### config.mk
export PLATFORM = sky130hd
export DESIGN_NAME = rocket_pool_controller
export DESIGN_NICKNAME = d
export VERILOG_FILES = /design/src/rtl/rocket_pool_controller.sv
export SDC_FILE = /design/constraint.sdc
export NUM_CORES = 1
export LEC_CHECK = 0
export BUFFER_PORTS_ARGS = -buffer_cell sky130_fd_sc_hd__buf_2
export CAP_MARGIN = 15
export CORE_ASPECT_RATIO = 1.5
export CORE_MARGIN = 10
export CORE_UTILIZATION = 40
export DETAILED_ROUTE_END_ITERATION = 12
export GPL_TIMING_DRIVEN = 0
export HOLD_SLACK_MARGIN = 0.05
export PLACE_DENSITY_LB_ADDON = 0.1
export SYNTH_ARGS = -nofsm -noshare
export SYNTH_HDL_FRONTEND = slang
export SYNTH_SLANG_ARGS = --single-unit
### constraint.sdc
create_clock -name clk -period 2.8 [get_ports clk]
set_input_delay 0.28 -clock clk [delete_from_list [all_inputs] [get_ports clk]]
set_output_delay 0.28 -clock clk [all_outputs]
set_load 0.02 [all_outputs]
### src/rtl/rocket_pool_controller.sv
// Pool of projectile slots with fixed-point motion, fire arbitration,
// border retirement and collision kill.
module rocket_pool_controller #(
    parameter int NUM_ROCKETS   = 4,
    parameter int FRAC_BITS     = 6,
    parameter int COORD_W       = 11,
    parameter int SCREEN_W      = 640,
    parameter int SCREEN_H      = 480,
    parameter int ROCKET_W      = 16,
    parameter int ROCKET_H      = 16,
    parameter int FIRE_COOLDOWN = 3,
    localparam int SW = (NUM_ROCKETS > 1) ? $clog2(NUM_ROCKETS) : 1
) (
    input  logic                           clk,
    input  logic                           resetN,
    input  logic                           startOfFrame,
    input  logic                           fireReq,
    input  logic [COORD_W-1:0]             fireX,
    input  logic [COORD_W-1:0]             fireY,
    input  logic [COORD_W-1:0]             fireSpeedX,
    input  logic [COORD_W-1:0]             fireSpeedY,
    input  logic [NUM_ROCKETS-1:0]         hitVector,
    output logic                           fireAck,
    output logic                           fireDrop,
    output logic [SW-1:0]                  fireSlot,
    output logic [NUM_ROCKETS-1:0]         activeVector,
    output logic [NUM_ROCKETS*COORD_W-1:0] topLeftXFlat,
    output logic [NUM_ROCKETS*COORD_W-1:0] topLeftYFlat,
    output logic [NUM_ROCKETS-1:0]         sideToFace,
    output logic [NUM_ROCKETS-1:0]         borderPulse
);

    localparam int PW = COORD_W + FRAC_BITS + 2;
    localparam int CW = (FIRE_COOLDOWN > 0) ? $clog2(FIRE_COOLDOWN + 1) : 1;
    localparam logic signed [PW-1:0] L_XMAX = PW'(SCREEN_W - ROCKET_W);
    localparam logic signed [PW-1:0] L_YMAX = PW'(SCREEN_H - ROCKET_H);

    logic signed [PW-1:0]      r_posX [NUM_ROCKETS];
    logic signed [PW-1:0]      r_posY [NUM_ROCKETS];
    logic        [COORD_W-1:0] r_spdX [NUM_ROCKETS];
    logic        [COORD_W-1:0] r_spdY [NUM_ROCKETS];
    logic [NUM_ROCKETS-1:0]    r_active;
    logic [NUM_ROCKETS-1:0]    r_border;
    logic [CW-1:0]             r_cool;
    logic                      r_ack;
    logic                      r_drop;
    logic [SW-1:0]             r_slot;

    logic signed [PW-1:0] w_nx  [NUM_ROCKETS];
    logic signed [PW-1:0] w_ny  [NUM_ROCKETS];
    logic signed [PW-1:0] w_pxX [NUM_ROCKETS];
    logic signed [PW-1:0] w_pxY [NUM_ROCKETS];
    logic [NUM_ROCKETS-1:0] w_out;
    logic [SW-1:0]          w_sel;
    logic                   w_accept;

    // Lowest-index free slot, taken from registered state only
    always_comb begin
        w_sel = '0;
        for (int i = NUM_ROCKETS - 1; i >= 0; i--) begin
            if (!r_active[i]) w_sel = SW'(i);
        end
    end

    assign w_accept = fireReq && (r_cool == '0) && !(&r_active);

    always_comb begin
        w_out = '0;
        for (int i = 0; i < NUM_ROCKETS; i++) begin
            w_nx[i]  = r_posX[i] +
                       {{(PW-COORD_W){r_spdX[i][COORD_W-1]}}, r_spdX[i]};
            w_ny[i]  = r_posY[i] +
                       {{(PW-COORD_W){r_spdY[i][COORD_W-1]}}, r_spdY[i]};
            w_pxX[i] = w_nx[i] >>> FRAC_BITS;
            w_pxY[i] = w_ny[i] >>> FRAC_BITS;
            w_out[i] = w_pxX[i][PW-1] || (w_pxX[i] > L_XMAX) ||
                       w_pxY[i][PW-1] || (w_pxY[i] > L_YMAX);
        end
    end

    always_ff @(posedge clk or negedge resetN) begin
        if (!resetN) begin
            r_active <= '0;
            r_border <= '0;
            r_cool   <= '0;
            r_ack    <= 1'b0;
            r_drop   <= 1'b0;
            r_slot   <= '0;
            for (int i = 0; i < NUM_ROCKETS; i++) begin
                r_posX[i] <= '0;
                r_posY[i] <= '0;
                r_spdX[i] <= '0;
                r_spdY[i] <= '0;
            end
        end else begin
            r_ack    <= w_accept;
            r_drop   <= fireReq && !w_accept;
            r_border <= '0;
            if (w_accept) begin
                r_slot <= w_sel;
                r_cool <= CW'(FIRE_COOLDOWN);
            end else if (startOfFrame && (r_cool != '0)) begin
                r_cool <= r_cool - 1'b1;
            end
            for (int i = 0; i < NUM_ROCKETS; i++) begin
                if (r_active[i] && hitVector[i]) begin
                    r_active[i] <= 1'b0;
                end else if (w_accept && (w_sel == SW'(i))) begin
                    r_active[i] <= 1'b1;
                    r_posX[i]   <= {{2{fireX[COORD_W-1]}}, fireX,
                                    {FRAC_BITS{1'b0}}};
                    r_posY[i]   <= {{2{fireY[COORD_W-1]}}, fireY,
                                    {FRAC_BITS{1'b0}}};
                    r_spdX[i]   <= fireSpeedX;
                    r_spdY[i]   <= fireSpeedY;
                end else if (r_active[i] && startOfFrame) begin
                    // Updated position is kept even when retiring
                    r_posX[i] <= w_nx[i];
                    r_posY[i] <= w_ny[i];
                    if (w_out[i]) begin
                        r_active[i] <= 1'b0;
                        r_border[i] <= 1'b1;
                    end
                end
            end
        end
    end

    always_comb begin
        topLeftXFlat = '0;
        topLeftYFlat = '0;
        sideToFace   = '0;
        for (int i = 0; i < NUM_ROCKETS; i++) begin
            topLeftXFlat[i*COORD_W +: COORD_W] = r_posX[i][FRAC_BITS +: COORD_W];
            topLeftYFlat[i*COORD_W +: COORD_W] = r_posY[i][FRAC_BITS +: COORD_W];
            sideToFace[i] = r_spdX[i][COORD_W-1];
        end
    end

    assign fireAck      = r_ack;
    assign fireDrop     = r_drop;
    assign fireSlot     = r_slot;
    assign activeVector = r_active;
    assign borderPulse  = r_border;

endmodule

==> results.py <==
metrics = {
    "status": {
        "status": "finished with violations",
        "violations": "setup timing",
    },
    "yosys": {
        "synth_edf_count": 0,
        "yosys.area_share.simple": 0.181,
        "synth_top_area_frac": 0.350,
        "synth_top_family_by_area": "compound AO/OA/AOI/OAI gates",
        "ys_seq_area_frac": 0.350,
        "synthTopCellsByArea": "dfrtp_1 (35%), ha_1 (10%), nand2_1 (8.3%), o21ai_0 (4.8%), a21oi_1 (4.3%)",
        "synthAdderAreaFrac": 0.109,
        "synth_seq_cells": 254,
        "syn_inst": 2160,
        "synth-compound-area-share": 0.209,
        "yosys-top-cells-count": "nand2_1 (402), dfrtp_1 (254), o21ai_0 (176), a21oi_1 (155), nor2_1 (146)",
        "synth_fp_nets": 2365,
        "ys_warn_count": 0,
        "synth_ff_type": "dfrtp_1",
        "synth-async-reset-ratio": 1.00,
        "synth_xor_area_frac": 0.0603,
        "syn_area_mm2": 0.0182,
        "synth_area_leader_cell": "dfrtp_1",
        "muxShareOfSynthArea": 0.0263,
        "yosysMostFrequentCell": "nand2_1",
        "synth_cell_types": 74,
        "syn_area_per_cell_um2": 8.41,
    },
    "critical_path": {
        "cpPeakStageDelay_ps": 420,
        "worstSetupPathType": "flip-flop to flip-flop",
        "timing.critical_path.mode_cell": "a21o_1",
        "r2r_cells": 11,
        "slowest_stage": "a2111oi_4",
        "cp.required_ps": 3250,
        "crit_start": "r_posY[1]",
        "critical_path_arrival_ps": 3610,
        "rr_startpoint": "r_posY[1]",
        "cp_max_fo": 3,
        "cp-start-kind": "flip-flop",
        "path_cells": "ha_1 -> a21o_1 -> a21o_1 -> a311o_1 -> a2111oi_4 -> nor2_2 -> xor2_1 -> o2111a_1 -> nor4_4 -> nand2_1 -> o31a_1",
        "end_kind": "flip-flop",
    },
    "detailed_routing": {
        "drt-initial-drc-count": 1010,
        "post_drt_wl_per_cell_um": 22.2,
        "routed_wl_um": 66700,
        "viasPerCell": 5.65,
        "drcViolationCount": 0,
        "vias": 17000,
        "postRouteAntennaNets": 0,
        "drt-pass1-iter-count": 5,
    },
    "floorplanning": {
        "rows": 95,
        "initial_core_util": 0.404,
        "core_area_mm2": 0.0449,
        "fp.dieH_um": 281,
        "die_w_um": 194,
        "die_area_mm2": 0.0545,
        "io_pins": 156,
    },
    "min_path": {
        "worstHoldStart": "fireSpeedX[2]",
        "min_path_type": "input pin to flip-flop",
        "min_path_cells": 3,
    },
    "power": {
        "p_per_area_mw_per_mm2": 910,
        "leakage_uw": 0.0109,
        "vdd_drop_max_uv": 418,
    },
    "grt": {
        "grt_max_degree": 117,
        "grt_pass1_wl_um": 100000,
        "grtUsageTotal": 0.234,
        "overflow": 0,
        "first_global_vias": 17100,
        "antenna_found_initial": 2,
    },
    "sta": {
        "hold_violations": 0,
        "post-route-min-period_ps": 3160,
        "slew_headroom": 0.361,
        "drv_slew": 0,
        "tightest_slew_ps": 959,
        "grt_setup_unrepaired": "yes",
        "fmaxAchievable_ghz": 0.316,
        "setup_slack_ps": -361,
        "finalSetupViolCount": 10,
        "min_period_over_period": 1.13,
        "hold_ws_ps": 62.1,
        "skew_ps": 15.1,
    },
    "place": {
        "numPortBuffers": 154,
        "dp_hpwl_um": 49100,
        "gp_congestion": 0.914,
        "placed_cell_area_mm2": 0.0198,
    },
    "cts": {
        "clock_latency_ps": 570,
        "clockBufferDepth": 3,
        "cts_tree": "done",
        "clock_sinks": 254,
        "cts_buffers": 29,
        "clk_pin_slew_ps": 70,
        "htreeDepth": 1,
        "cts_root_buf": "clkbuf_16",
    },
    "finish": {
        "stdcell_area_mm2": 0.0223,
        "area_delta_synth_final_pct": 22.7,
        "drive_gt1_frac": 0.233,
        "final_nets": 2611,
    },
    "job": {
        "drv_cap": 0,
    },
}
[sequential cells by signal, indices dropped and copies added (netlist names), 2 cells and up]
| name | count |
|---|---|
| activeVector | 4 |
| r_spdX | 40 |
| r_posY | 32 |
| sideToFace | 4 |
| r_cool | 2 |
| r_spdY | 44 |
| topLeftYFlat | 44 |
| r_posX | 32 |
| fireSlot | 2 |
| borderPulse | 4 |
| topLeftXFlat | 44 |
[worst paths after layout]
kind,to,slack [ps]
worst min-delay path,r_spdX[13],60
worst min register to register,r_spdY[28],480
worst max register to register,borderPulse[3],-360
min in group asynchronous,r_spdX[35],170
worst max-delay path,borderPulse[3],-360
max in group asynchronous,sideToFace[1],1720
[layer usage]
layer  GRT usage  share of wire  vias to the layer above
met2       0.406           0.49                      520
met5           0        0.00019                        -
met1       0.287           0.42                     8283
met3      0.0275          0.054                      125
li1            -              -                     8081
met4      0.0997          0.043                        2
[power by group]
group	switching (uW)	internal [uW]
combinational	6100	4620
clock	1680	2450
sequential	889	4540
total	8670	11600
[worst max-delay path, delay by kind of cell, from the launching register on]
kind	cells	cell delay (ps)
adder cells (fa/ha/maj)	1	300
XOR/XNOR	1	170
AND/OR/NAND/NOR	3	420
flip-flops	1	410
AO/OA/AOI/OAI	6	1740
[metrics by stage]
| step | utilization | std cells | TNS, ps | power, uW | worst slack, ps |
|---|---|---|---|---|---|
| after floorplan | - | 2160 | -53.8 | 12300 | -31.0 |
| after CTS | 0.481 | 2992 | -1940 | 19700 | -287 |
| final | 0.496 | 3011 | -2180 | 20300 | -361 |
| after global placement | 0.440 | 2896 | -957990 | 14800 | -3950 |
| after global routing | 0.496 | 3010 | -3920 | 21700 | -435 |
| after detailed placement | 0.441 | 2898 | -72820 | 14900 | -935 |
[cells by family after synthesis]
group / Yosys count
simple gates: 750
compound gates: 609
flops: 254
buf+inv: 224
fa+ha+maj: 153
xor+xnor: 125
mux: 45
[final cells by class]
cell class                 instances  area (um^2)
timing repair buffer             219         1340
buffer                           167          992
inverter                          53          200
fill                            4406        22600
clock inverter                    14          180
antenna                            1         2.50
sequential                       254         6370
tap                              582          728
clock buffer                      39          833
multi-input combinational       1682        11600
[timing repair]
item / in CTS / in global routing
pin swaps: 60 / 69
setup buffers: 31 / 20
hold buffers: 12 / 0
resized for setup: 112 / 115
hold endpoints to repair: 88 / 0
setup endpoints to repair: 173 / 70
[layout by cell type, fill, tap and decap left out, types with 60 or more instances in the layout]
master and n:
a21o_1 60, a21oi_1 131, buf_2 155, buf_4 143, dfrtp_1 241, ha_1 121, nand2_1 401, nor2_1 143
o21ai_0 141, xnor2_1 62
No activity file was read; power rests on OpenSTA's default activity.
